**config.mk**
```make
export PLATFORM = sky130hd
export DESIGN_NAME = match_referee
export DESIGN_NICKNAME = d
export VERILOG_FILES = /design/src/rtl/match_referee.sv
export SDC_FILE = /design/constraint.sdc
export NUM_CORES = 1
export LEC_CHECK = 0
export ABC_AREA = 1
export CAP_MARGIN = 20
export CORE_AREA = 2 2 56 80
export CTS_CLUSTER_SIZE = 20
export DETAILED_ROUTE_END_ITERATION = 10
export DIE_AREA = 0 0 58 82
export GPL_TIMING_DRIVEN = 0
export PLACE_DENSITY_LB_ADDON = 0.3
export SLEW_MARGIN = 20
export SYNTH_ARGS = -nofsm -noshare
export SYNTH_HDL_FRONTEND = slang
export SYNTH_SLANG_ARGS = --single-unit
```
**constraint.sdc**
```tcl
create_clock -name clk -period 3.9 [get_ports clk]
set_input_delay 0.975 -clock clk [delete_from_list [all_inputs] [get_ports clk]]
set_output_delay 0.975 -clock clk [all_outputs]
set_load 0.02 [all_outputs]
```
**src/rtl/match_referee.sv**
```systemverilog
// Match referee: scores counter rounds, decides best-of match, restarts the counter between rounds.
// Latency: scores/match result registered on the round-end edge; restart pulse RESTART_GAP edges later.
// Backpressure: none; gameover is a level and round ends are ignored outside WAIT.
module match_referee #(
  parameter int WINS_TO_MATCH = 3,
  parameter int RESTART_GAP   = 4
) (
  input  logic       clk,
  input  logic       reset,
  input  logic       gameover,
  input  logic [1:0] who,
  input  logic       clear,
  output logic       round_restart,
  output logic       round_init,
  output logic [3:0] score_a,
  output logic [3:0] score_b,
  output logic [3:0] round_num,
  output logic       match_over,
  output logic [1:0] match_winner
);

  localparam logic [3:0] WINS = 4'(WINS_TO_MATCH);
  localparam logic [7:0] GAP  = 8'(RESTART_GAP);

  typedef enum logic [2:0] {
    ST_WAIT,
    ST_GAP,
    ST_RESTART,
    ST_INIT,
    ST_DONE
  } state_t;

  state_t     state, state_nxt;
  logic       gameover_q;
  logic       round_end;
  logic [7:0] gap_cnt, gap_cnt_nxt;
  logic [3:0] score_a_nxt, score_b_nxt, round_num_nxt;
  logic       match_over_nxt;
  logic [1:0] match_winner_nxt;
  logic       round_restart_nxt, round_init_nxt;

  // Only the rising edge of the gameover level marks a finished round.
  assign round_end = gameover & ~gameover_q;

  // Next-state, scoring and pulse decode; clear overrides everything, including a same-edge round end.
  always_comb begin
    state_nxt        = state;
    gap_cnt_nxt      = gap_cnt;
    score_a_nxt      = score_a;
    score_b_nxt      = score_b;
    round_num_nxt    = round_num;
    match_over_nxt   = match_over;
    match_winner_nxt = match_winner;

    case (state)
      ST_WAIT: begin
        if (round_end) begin
          if (who == 2'b01) begin
            score_a_nxt = score_a + 4'd1;
          end else if (who == 2'b10) begin
            score_b_nxt = score_b + 4'd1;
          end
          if (round_num != 4'hF) begin
            round_num_nxt = round_num + 4'd1;
          end
          if ((who == 2'b01 && score_a_nxt == WINS) ||
              (who == 2'b10 && score_b_nxt == WINS)) begin
            state_nxt        = ST_DONE;
            match_over_nxt   = 1'b1;
            match_winner_nxt = who;
          end else begin
            state_nxt   = ST_GAP;
            gap_cnt_nxt = GAP;
          end
        end
      end
      ST_GAP: begin
        gap_cnt_nxt = gap_cnt - 8'd1;
        if (gap_cnt_nxt == 8'd0) begin
          state_nxt = ST_RESTART;
        end
      end
      ST_RESTART: state_nxt = ST_INIT;
      ST_INIT:    state_nxt = ST_WAIT;
      ST_DONE:    state_nxt = ST_DONE;
      default:    state_nxt = ST_WAIT;
    endcase

    if (clear) begin
      state_nxt        = ST_RESTART;
      score_a_nxt      = 4'd0;
      score_b_nxt      = 4'd0;
      round_num_nxt    = 4'd0;
      match_over_nxt   = 1'b0;
      match_winner_nxt = 2'b00;
    end

    // Pulses are registered alongside the state they belong to, so they can never overlap.
    round_restart_nxt = (state_nxt == ST_RESTART);
    round_init_nxt    = (state_nxt == ST_INIT);
  end

  // State and output registers; reset aborts any pending restart sequence immediately.
  always_ff @(posedge clk or negedge reset) begin
    if (!reset) begin
      state         <= ST_WAIT;
      gameover_q    <= 1'b0;
      gap_cnt       <= 8'd0;
      score_a       <= 4'd0;
      score_b       <= 4'd0;
      round_num     <= 4'd0;
      match_over    <= 1'b0;
      match_winner  <= 2'b00;
      round_restart <= 1'b0;
      round_init    <= 1'b0;
    end else begin
      state         <= state_nxt;
      gameover_q    <= gameover;
      gap_cnt       <= gap_cnt_nxt;
      score_a       <= score_a_nxt;
      score_b       <= score_b_nxt;
      round_num     <= round_num_nxt;
      match_over    <= match_over_nxt;
      match_winner  <= match_winner_nxt;
      round_restart <= round_restart_nxt;
      round_init    <= round_init_nxt;
    end
  end

endmodule

```
==> flow_summary.yaml, run 1 <==
routing:
  routed_via_density: 5.034
  dr.pass1.iters: 4
  wl_per_cell_um: 11.99
  vias: 1349
  ant_nets: 0
  drt-initial-drc-count: 73
  drt_wl_total_um: 3212
  drc_errors: 0
cts:
  numClockSinks: 29
  clk_pin_slew_ns: 0.06
  postCtsSetupBuffers: 0
  clock_path_buffers: 2
  clk_latency_ns: 0.28
  cts.repair.resized: 0
  hold_buffers: 0
  root_buffer: "clkbuf_8"
  htree_levels: 2
  cts_buffers: 5
  cts_tree: "yes"
power_and_ir_drop:
  p_total_mw: 0.9182
  power.density_nw_per_um2: 468.6
  vdd_drop_max_mv: 0.3136
  leakage_nw: 0.8917
placed_design:
  dpl.hpwl_um: 2425
  dp.cells: 261
  place_congestion: 0.7939
  place_ws_ns: 1.236
  io_buffers: 21
  postPlaceCellArea_um2: 1873
floorplan:
  pin_count: 23
  die_h_um: 82
  core-area_um2: 4064
  die_w_um: 58
  die-area_um2: 4756
  num_rows: 28
  start_util: 0.3966
setup_path:
  end_kind: "register"
  worstPathArrival_ns: 2.55
  critical_path_required_ns: 4.07
  startpoint_type: "primary input"
  cp_max_fo: 7
  path_class: "in -> reg"
sta:
  hold_ws_ns: 0.5275
  rsz0062_at_grt: "false"
  finalHoldViolations: 0
  fmax_mhz: 421.7
  setup_viol: 0
  fin_crit_sh: 0.6080
  slew_viol_final: 0
  slew-limit-headroom: 0.5629
  fin_ws_ns: 1.529
  fin_setup_tns_ns: 0
  worst_slew_pin_slew_ns: 0.6556
  fin_skew_ns: 0.003376
  min_period_ns: 2.371
synthesis:
  ys_seq_area_frac: 0.4503
  async_flop_share: 1.000
  synth_edf_count: 0
  synth_cell_types: 32
  syn_inst: 195
  synth_nets: 206
  ys_ff_latch: 29
  syn_area_per_cell_um2: 8.264
  yosysTopAreaCell: "dfrtp_1"
  synthesis.area_um2: 1612
  synth_top_area_share: 0.4503
  ys.flop_type: "dfrtp_1"
  synthTopCellsByArea: "dfrtp_1, nand2_1, nand3_1, inv_1, nor2_1"
  yosysWarnings: 0
min_path:
  hold_class: "reg -> reg"
finish:
  drive_above_1_share: 0.1525
  multiInputGateArea_um2: 778.2
  final_cell_mix: "nand2_1, dfrtp_1, nand3_1, clkdlybuf4s50_1, inv_1"
  seq_area_um2: 725.7
  areaGrowthSynthToFinish_pct: 21.58
  nets: 234
  num-fill-cells: 400
  layout_commonest_cell: "nand2_1"
  final_cells: 268
  antenna_cells: 0
  stdcell_area_um2: 1959
  final_core_util: 0.4821
run_status:
  status: "finished clean"
global_route:
  first_global_vias: 1362
  grt_overflow: 0
  grt_max_degree: 30
  grt_pass1_wl_um: 5934
  grt_usage: 0.1654
  antenna_found_initial: 0
job:
  drv_cap: 0
[where the power goes]
group | switching, mW | internal (mW) | total, mW
registers | 0.0449 | 0.347 | 0.392
clock network | 0.109 | 0.140 | 0.249
logic | 0.172 | 0.105 | 0.277
total | 0.327 | 0.592 | 0.918
[area by class of cell]
type,count,area share
sequential,29,0.3704
inverter,25,0.04917
tap,45,0.02874
timing repair buffer,21,0.1047
clock buffer,7,0.04406
multi-input combinational,139,0.3972
buffer,2,0.005747
[worst paths after layout]
path | from | to | slack (ns) | cells after the start
min in group asynchronous | reset | score_b[1]$_DFFE_PN0P_ | 0.72 | 1
min reg2reg | match_over$_DFFE_PN0P_ | match_over$_DFFE_PN0P_ | 0.53 | 2
max in group asynchronous | reset | state[0]$_DFF_PN0_ | 2.75 | 1
min | match_over$_DFFE_PN0P_ | match_over$_DFFE_PN0P_ | 0.53 | 2
max reg2reg | gap_cnt[0]$_DFFE_PN0P_ | round_init$_DFF_PN0_ | 2.13 | 13
max | who[0] | round_restart$_DFF_PN0_ | 1.53 | 13
[state kept, by name (all words and copies together), names as in the netlist]
name	flops
round_restart	1
match_winner	2
score_b	4
gap_cnt	8
state	3
match_over	1
score_a	4
gameover_q	1
round_num	4
round_init	1
[Yosys cell counts (2+ instances only)]
library cell,number
nand4_1,3
a21oi_1,8
nand3_1,23
nor3_1,2
nor2_1,18
nor2_2,5
dfrtp_1,29
inv_2,4
xor2_1,2
nor2_4,2
ha_1,5
o21ai_0,8
nand2_2,9
o22ai_1,2
o21ai_1,3
inv_1,19
nand2_1,38
[per-layer routing]
layer  share of wire  vias up  wire length, um  track usage
li1                -      690                -            -
met5               0        -                0            0
met3           0.053        8              169      0.04724
met2            0.51       36             1637       0.2807
met1            0.41      615             1317       0.1837
met4           0.027        0               87      0.09302
[logic make-up (layout without fill, tap and decap cells)]
kind of cell | count (synthesis) | count (layout) | synth area share
simple gates | 107 | 107 | 0.3377
flops | 29 | 29 | 0.4503
buf+inv | 27 | 55 | 0.06677
compound gates | 24 | 24 | 0.09006
fa+ha+maj | 5 | 5 | 0.03882
xor+xnor | 3 | 3 | 0.01631
[critical path, cell delays in order]
cell             delay, ns
clkdlybuf4s50_1       0.54
nor2_2                0.29
nand2_1               0.08
nand2_1               0.08
nand2_2               0.06
nand2_2               0.13
nand3_2               0.09
nand2_1               0.07
inv_2                 0.03
nand2_2               0.06
nand2_2               0.05
nand2_1               0.05
inv_1                 0.04
No activity file was read; power rests on OpenSTA's default activity.
==> run 2, diff against run 1 <==
==> constraint.sdc (replaced) <==
create_clock -name clk -period 2.08 [get_ports clk]
set_input_delay 0.52 -clock clk [delete_from_list [all_inputs] [get_ports clk]]
set_output_delay 0.52 -clock clk [all_outputs]
set_load 0.02 [all_outputs]
==> flow_summary.yaml, run 2 (synthesis gave the netlist of run 1 again) <==
setup_path:
  startpoint_type: "register"
  r2r-end: "round_init$_DFF_PN0_"
  critical_path_required_ns: 1.56
  cp_cell_sequence: "clkdlybuf4s50_1"
  cp_num_buf_inv: 1
  ff2ff_setup_slack_ns: 0.31
  slowest_stage: "clkdlybuf4s50_1"
  cp_max_fo: 5
  worstPathArrival_ns: 1.37
  end_kind: "primary output"
  rr_worst_depth: 13
  path_class: "reg -> out"
  cp_num_cells: 1
  cp_top_family: "buffers and inverters"
  timing.rr.start: "gap_cnt[0]$_DFFE_PN0P_"
  cpPeakStageDelay_ns: 0.64
cts:
  root_buffer: "clkbuf_8"
  cts_buffers: 5
  htree_levels: 2
  clk_pin_slew_ns: 0.06
  hold_buffers: 0
  cts_tree: "yes"
  clock_path_buffers: 2
  numClockSinks: 29
  clk_latency_ns: 0.28
run_status:
  status: "finished clean"
job:
  drv_cap: 0
power_and_ir_drop:
  vdd_drop_max_mv: 0.5890
  pwr-share-comb: 0.302
  leakage_nw: 0.8925
  sw_frac_of_total: 0.3562
  seqPwrFrac: 0.426
  power.density_nw_per_um2: 877.4
  p_sw_mw: 0.6140
  p_clk_frac: 0.271
  intPower_mw: 1.110
global_route:
  busiest_layer: "met2"
  gr-usage-met2: 0.2807
  grt_util_met1: 0.1837
  gr-usage-met3: 0.04724
  grt_pass1_wl_um: 5934
  antenna_found_initial: 0
  grt_max_degree: 30
  grt_overflow: 0
  grt_usage: 0.1654
  first_global_vias: 1362
routing:
  wl_per_cell_um: 12.03
  dr.pass1.iters: 4
  routed_via_density: 5.030
  ant_nets: 0
  drt_wl_total_um: 3224
  vias: 1348
  drt-initial-drc-count: 77
  drc_errors: 0
finish:
  nets: 234
  antenna_cells: 0
  largest-register: "gap_cnt"
  final_cell_mix: "nand2_1, dfrtp_1, nand3_1, clkdlybuf4s50_1, inv_1"
  largest_reg_flops: 8
  num-fill-cells: 399
  multiInputGateArea_um2: 783.3
  drive_above_1_share: 0.1525
  layout_commonest_cell: "nand2_1"
  final_cells: 268
  areaGrowthSynthToFinish_pct: 21.89
  seq_area_um2: 725.7
floorplan:
  die_h_um: 82
  die_w_um: 58
  die-area_um2: 4756
  pin_count: 23
  start_util: 0.3966
  num_rows: 28
  core-area_um2: 4064
sta:
  min_period_ns: 1.890
  slew_viol_final: 0
  worst_slew_pin_slew_ns: 0.6589
  rsz0062_at_grt: "false"
  slew-limit-headroom: 0.5608
  fin_skew_ns: 0.004168
  setup_viol: 0
  hold_ws_ns: 0.2671
  finalHoldViolations: 0
  fin_crit_sh: 0.9088
  fin_ws_ns: 0.1897
  fmax_mhz: 529.0
placed_design:
  dp.cells: 261
  place_congestion: 0.7939
  io_buffers: 21
  dpl.hpwl_um: 2425
  place_ws_ns: -0.1288
min_path:
  hold_class: "in -> async"
==> run 2: cell types whose count changed in the layout (fill, tap and decap cells not counted) <==
cell    change
nor2_2      -1
nor2_4      +1
==> run 2: how the worst max path moves through the flow <==
stage | start | end | slack, ns
2_1_floorplan | gap_cnt[0]$_DFFE_PN0P_ | round_init$_DFF_PN0_ | 0.51
3_3_place_gp | who[0] | round_restart$_DFF_PN0_ | -0.12
3_5_place_dp | who[0] | gap_cnt[3]$_DFFE_PN0P_ | -0.13
4_1_cts | who[0] | gap_cnt[3]$_DFFE_PN0P_ | 0.16
5_1_grt | gap_cnt[0]$_DFFE_PN0P_ | round_init$_DFF_PN0_ | 0.02
6_report | round_num[2]$_DFFE_PN0P_ | round_num[2] | 0.19
==> run 2: worst register-to-register path: stages, from the launching register on <==
cell	delay (ns)
dfrtp_1	0.40
inv_1	0.12
ha_1	0.18
inv_1	0.06
nor2_1	0.18
nand2_1	0.11
o21ai_1	0.12
nand2_1	0.09
nor2_2	0.10
nand2_1	0.06
nand2_1	0.07
nand2_2	0.06
nand3_1	0.08
inv_1	0.04
==> run 2: per-layer routing <==
layer / vias to the layer above / part of all wire
li1: 691 / -
met1: 613 / 0.41
met2: 36 / 0.51
met3: 8 / 0.052
met4: 0 / 0.027
met5: - / 0
==> run 2: timing repair <==
| action | CTS | global route |
|---|---|---|
| gates resized for setup | 0 | 1 |
| buffers inserted | 0 | 0 |
| endpoints found under the hold margin | 0 | 0 |
| setup endpoints to repair | 0 | 1 |
==> run 2: power groups by stage <==
stage | logic (mW) | clock network, mW | registers [mW]
6_report | 0.521 | 0.468 | 0.735
5_1_grt | 0.615 | 0.514 | 0.751
3_3_place_gp | 0.516 | 0 | 0.744
3_5_place_dp | 0.527 | 0 | 0.742
2_1_floorplan | 0.403 | 0 | 0.739
4_1_cts | 0.526 | 0.486 | 0.735
==> run 2: through the flow <==
step           power [mW]  setup TNS, ns  instance area, um^2  utilization
4_1_cts             1.747              0                 1959       0.4821
5_1_grt             1.880              0                 1964       0.4834
3_3_place_gp        1.259         -2.557                 1878       0.4621
6_report            1.724              0                 1964       0.4834
3_5_place_dp        1.269         -1.412                 1873       0.4609
2_1_floorplan       1.143              0                 1612            -
==> run 2: final cells by class <==
type                            instances  area share
Buffer                                  2    0.005732
Clock buffer                            7     0.04395
Inverter                               25     0.04904
Multi-Input combinational cell        139      0.3987
Sequential cell                        29      0.3694
Tap cell                               45     0.02866
Timing Repair Buffer                   21      0.1045
==> run 3, diff against run 2 <==
--- a/config.mk
+++ b/config.mk
@@ -11,6 +11,7 @@
 export CTS_CLUSTER_SIZE = 20
 export DETAILED_ROUTE_END_ITERATION = 10
 export DIE_AREA = 0 0 58 82
+export DONT_BUFFER_PORTS = 1
 export GPL_TIMING_DRIVEN = 0
 export PLACE_DENSITY_LB_ADDON = 0.3
 export SLEW_MARGIN = 20
==> flow_summary.yaml, run 3 (synthesis gave the netlist of run 1 again) <==
power_and_ir_drop:
  seqPwrFrac: 0.403
  p_total_mw: 1.864
  power.density_nw_per_um2: 1030
  intPower_mw: 1.221
  p_clk_frac: 0.332
  pwr-share-comb: 0.265
  vdd_drop_max_mv: 0.5488
  sw_frac_of_total: 0.3451
  p_sw_mw: 0.6435
  leakage_nw: 0.8398
floorplan:
  die-area_um2: 4756
  pin_count: 23
  num_rows: 28
  core-area_um2: 4064
  die_w_um: 58
  die_h_um: 82
  start_util: 0.3966
setup_path:
  cp_num_buf_inv: 3
  ff2ff_setup_slack_ns: 0.33
  cpPeakStageDelay_ns: 0.41
  timing.rr.start: "gap_cnt[0]$_DFFE_PN0P_"
  startpoint_type: "register"
  cp_max_fo: 4
  end_kind: "register"
  cp_cell_sequence: "inv_1 > ha_1 > inv_1 > nor2_2 > nand2_1 > o21ai_1 > nand2_1 > nor2_2 > nand3_1 > nand3_1 > nand3_1 > inv_1"
  r2r-end: "round_init$_DFF_PN0_"
  critical_path_required_ns: 2.31
  worstPathArrival_ns: 1.97
  path_class: "reg -> reg"
  slowest_stage: "dfrtp_1"
  critPathLaunch: "gap_cnt[0]$_DFFE_PN0P_"
  rr_worst_depth: 12
  cp_top_family: "simple AND/OR/NAND/NOR gates"
global_route:
  grt_max_degree: 30
  grt_usage: 0.1586
  grt_pass1_wl_um: 5616
  antenna_found_initial: 0
  grt_overflow: 0
  first_global_vias: 1325
routing:
  vias: 1287
  drt_wl_total_um: 3187
  ant_nets: 0
  routed_via_density: 5.169
  drt-initial-drc-count: 53
  wl_per_cell_um: 12.80
  dr.pass1.iters: 4
  drc_errors: 0
cts:
  clk_latency_ns: 0.29
  clk_pin_slew_ns: 0.07
  postCtsSetupBuffers: 0
  numClockSinks: 29
  cts_buffers: 5
  clock_path_buffers: 2
  cts_tree: "yes"
  root_buffer: "clkbuf_8"
  htree_levels: 2
sta:
  slew_viol_final: 0
  rsz0062_at_grt: "false"
  fin_crit_sh: 0.8391
  fin_setup_tns_ns: 0
  setup_viol: 0
  fin_skew_ns: 0.009381
  min_period_ns: 1.745
  fmax_mhz: 573.0
  worst_slew_pin_slew_ns: 0.4048
  hold_ws_ns: 0.03561
  slew-limit-headroom: 0.7302
  finalHoldViolations: 0
finish:
  final_cell_mix: "nand2_1, dfrtp_1, nand3_1, inv_1, nor2_1"
  final_cells: 249
  layout_commonest_cell: "nand2_1"
  areaGrowthSynthToFinish_pct: 12.34
  drive_above_1_share: 0.1814
  num-fill-cells: 415
  stdcell_area_um2: 1810
  nets: 214
  largest-register: "gap_cnt"
  largest_reg_flops: 8
  antenna_cells: 0
placed_design:
  place_congestion: 0.7896
  dpl.hpwl_um: 2344
  dp.cells: 240
  io_buffers: 0
  postPlaceCellArea_um2: 1668
min_path:
  hold_class: "in -> async"
job:
  drv_cap: 0
run_status:
  status: "finished clean"
## run 3: cell types whose count changed in the layout (fill, tap and decap cells not counted), sizes merged
cell	before	now
bufinv	0	1
clkinvlp	0	1
clkdlybuf4s50	20	0
clkbuf	8	7
## run 3: metrics by stage
step | setup slack (ns) | utilization
finish | 0.3347 | 0.4455
global route | 0.04478 | 0.4455
CTS | 0.2660 | 0.4449
detailed placement | 0.2858 | 0.4104
global placement | 0.3329 | 0.4104
floorplan | 0.5091 | -
## run 3: repair_timing
action                                 CTS  global route
setup endpoints to repair                0             2
hold buffers                             1             0
endpoints found under the hold margin   29             0
resized for setup                        0             1
## run 3: worst max-delay path by stage
stage	endpoint	slack, ns	cells past startpoint
floorplan	round_init$_DFF_PN0_	0.51	13
detailed placement	round_init$_DFF_PN0_	0.29	12
CTS	round_init$_DFF_PN0_	0.27	12
global route	round_init$_DFF_PN0_	0.04	12
global placement	round_init$_DFF_PN0_	0.33	12
finish	round_init$_DFF_PN0_	0.33	12
## run 3: cell type report
type | count | area (um^2) | area share
inverters | 25 | 96.34 | 0.05321
flip-flops and latches | 29 | 725.7 | 0.4008
well taps | 45 | 56.30 | 0.03110
multi-input cells | 139 | 780.7 | 0.4312
clock buffers | 6 | 82.58 | 0.04561
repair buffers | 1 | 20.02 | 0.01106
clock inverters | 2 | 37.54 | 0.02073
plain buffers | 2 | 11.26 | 0.006220
## run 3: power groups by stage
stage	registers, mW	clock network, mW	logic (mW)
2_1_floorplan	0.739	0	0.403
3_3_place_gp	0.758	0	0.466
3_5_place_dp	0.757	0	0.480
4_1_cts	0.749	0.637	0.494
5_1_grt	0.765	0.656	0.587
6_report	0.751	0.619	0.494
## run 3: per-layer routing
layer  wire (um)  vias up  share of wire  global-route usage
met5           0        -              0                   0
met4          67        0          0.021             0.09302
met3         182        6          0.057             0.04882
met2        1701       29           0.53              0.2875
met1        1236      599           0.39              0.1563
li1            -      653              -                   -
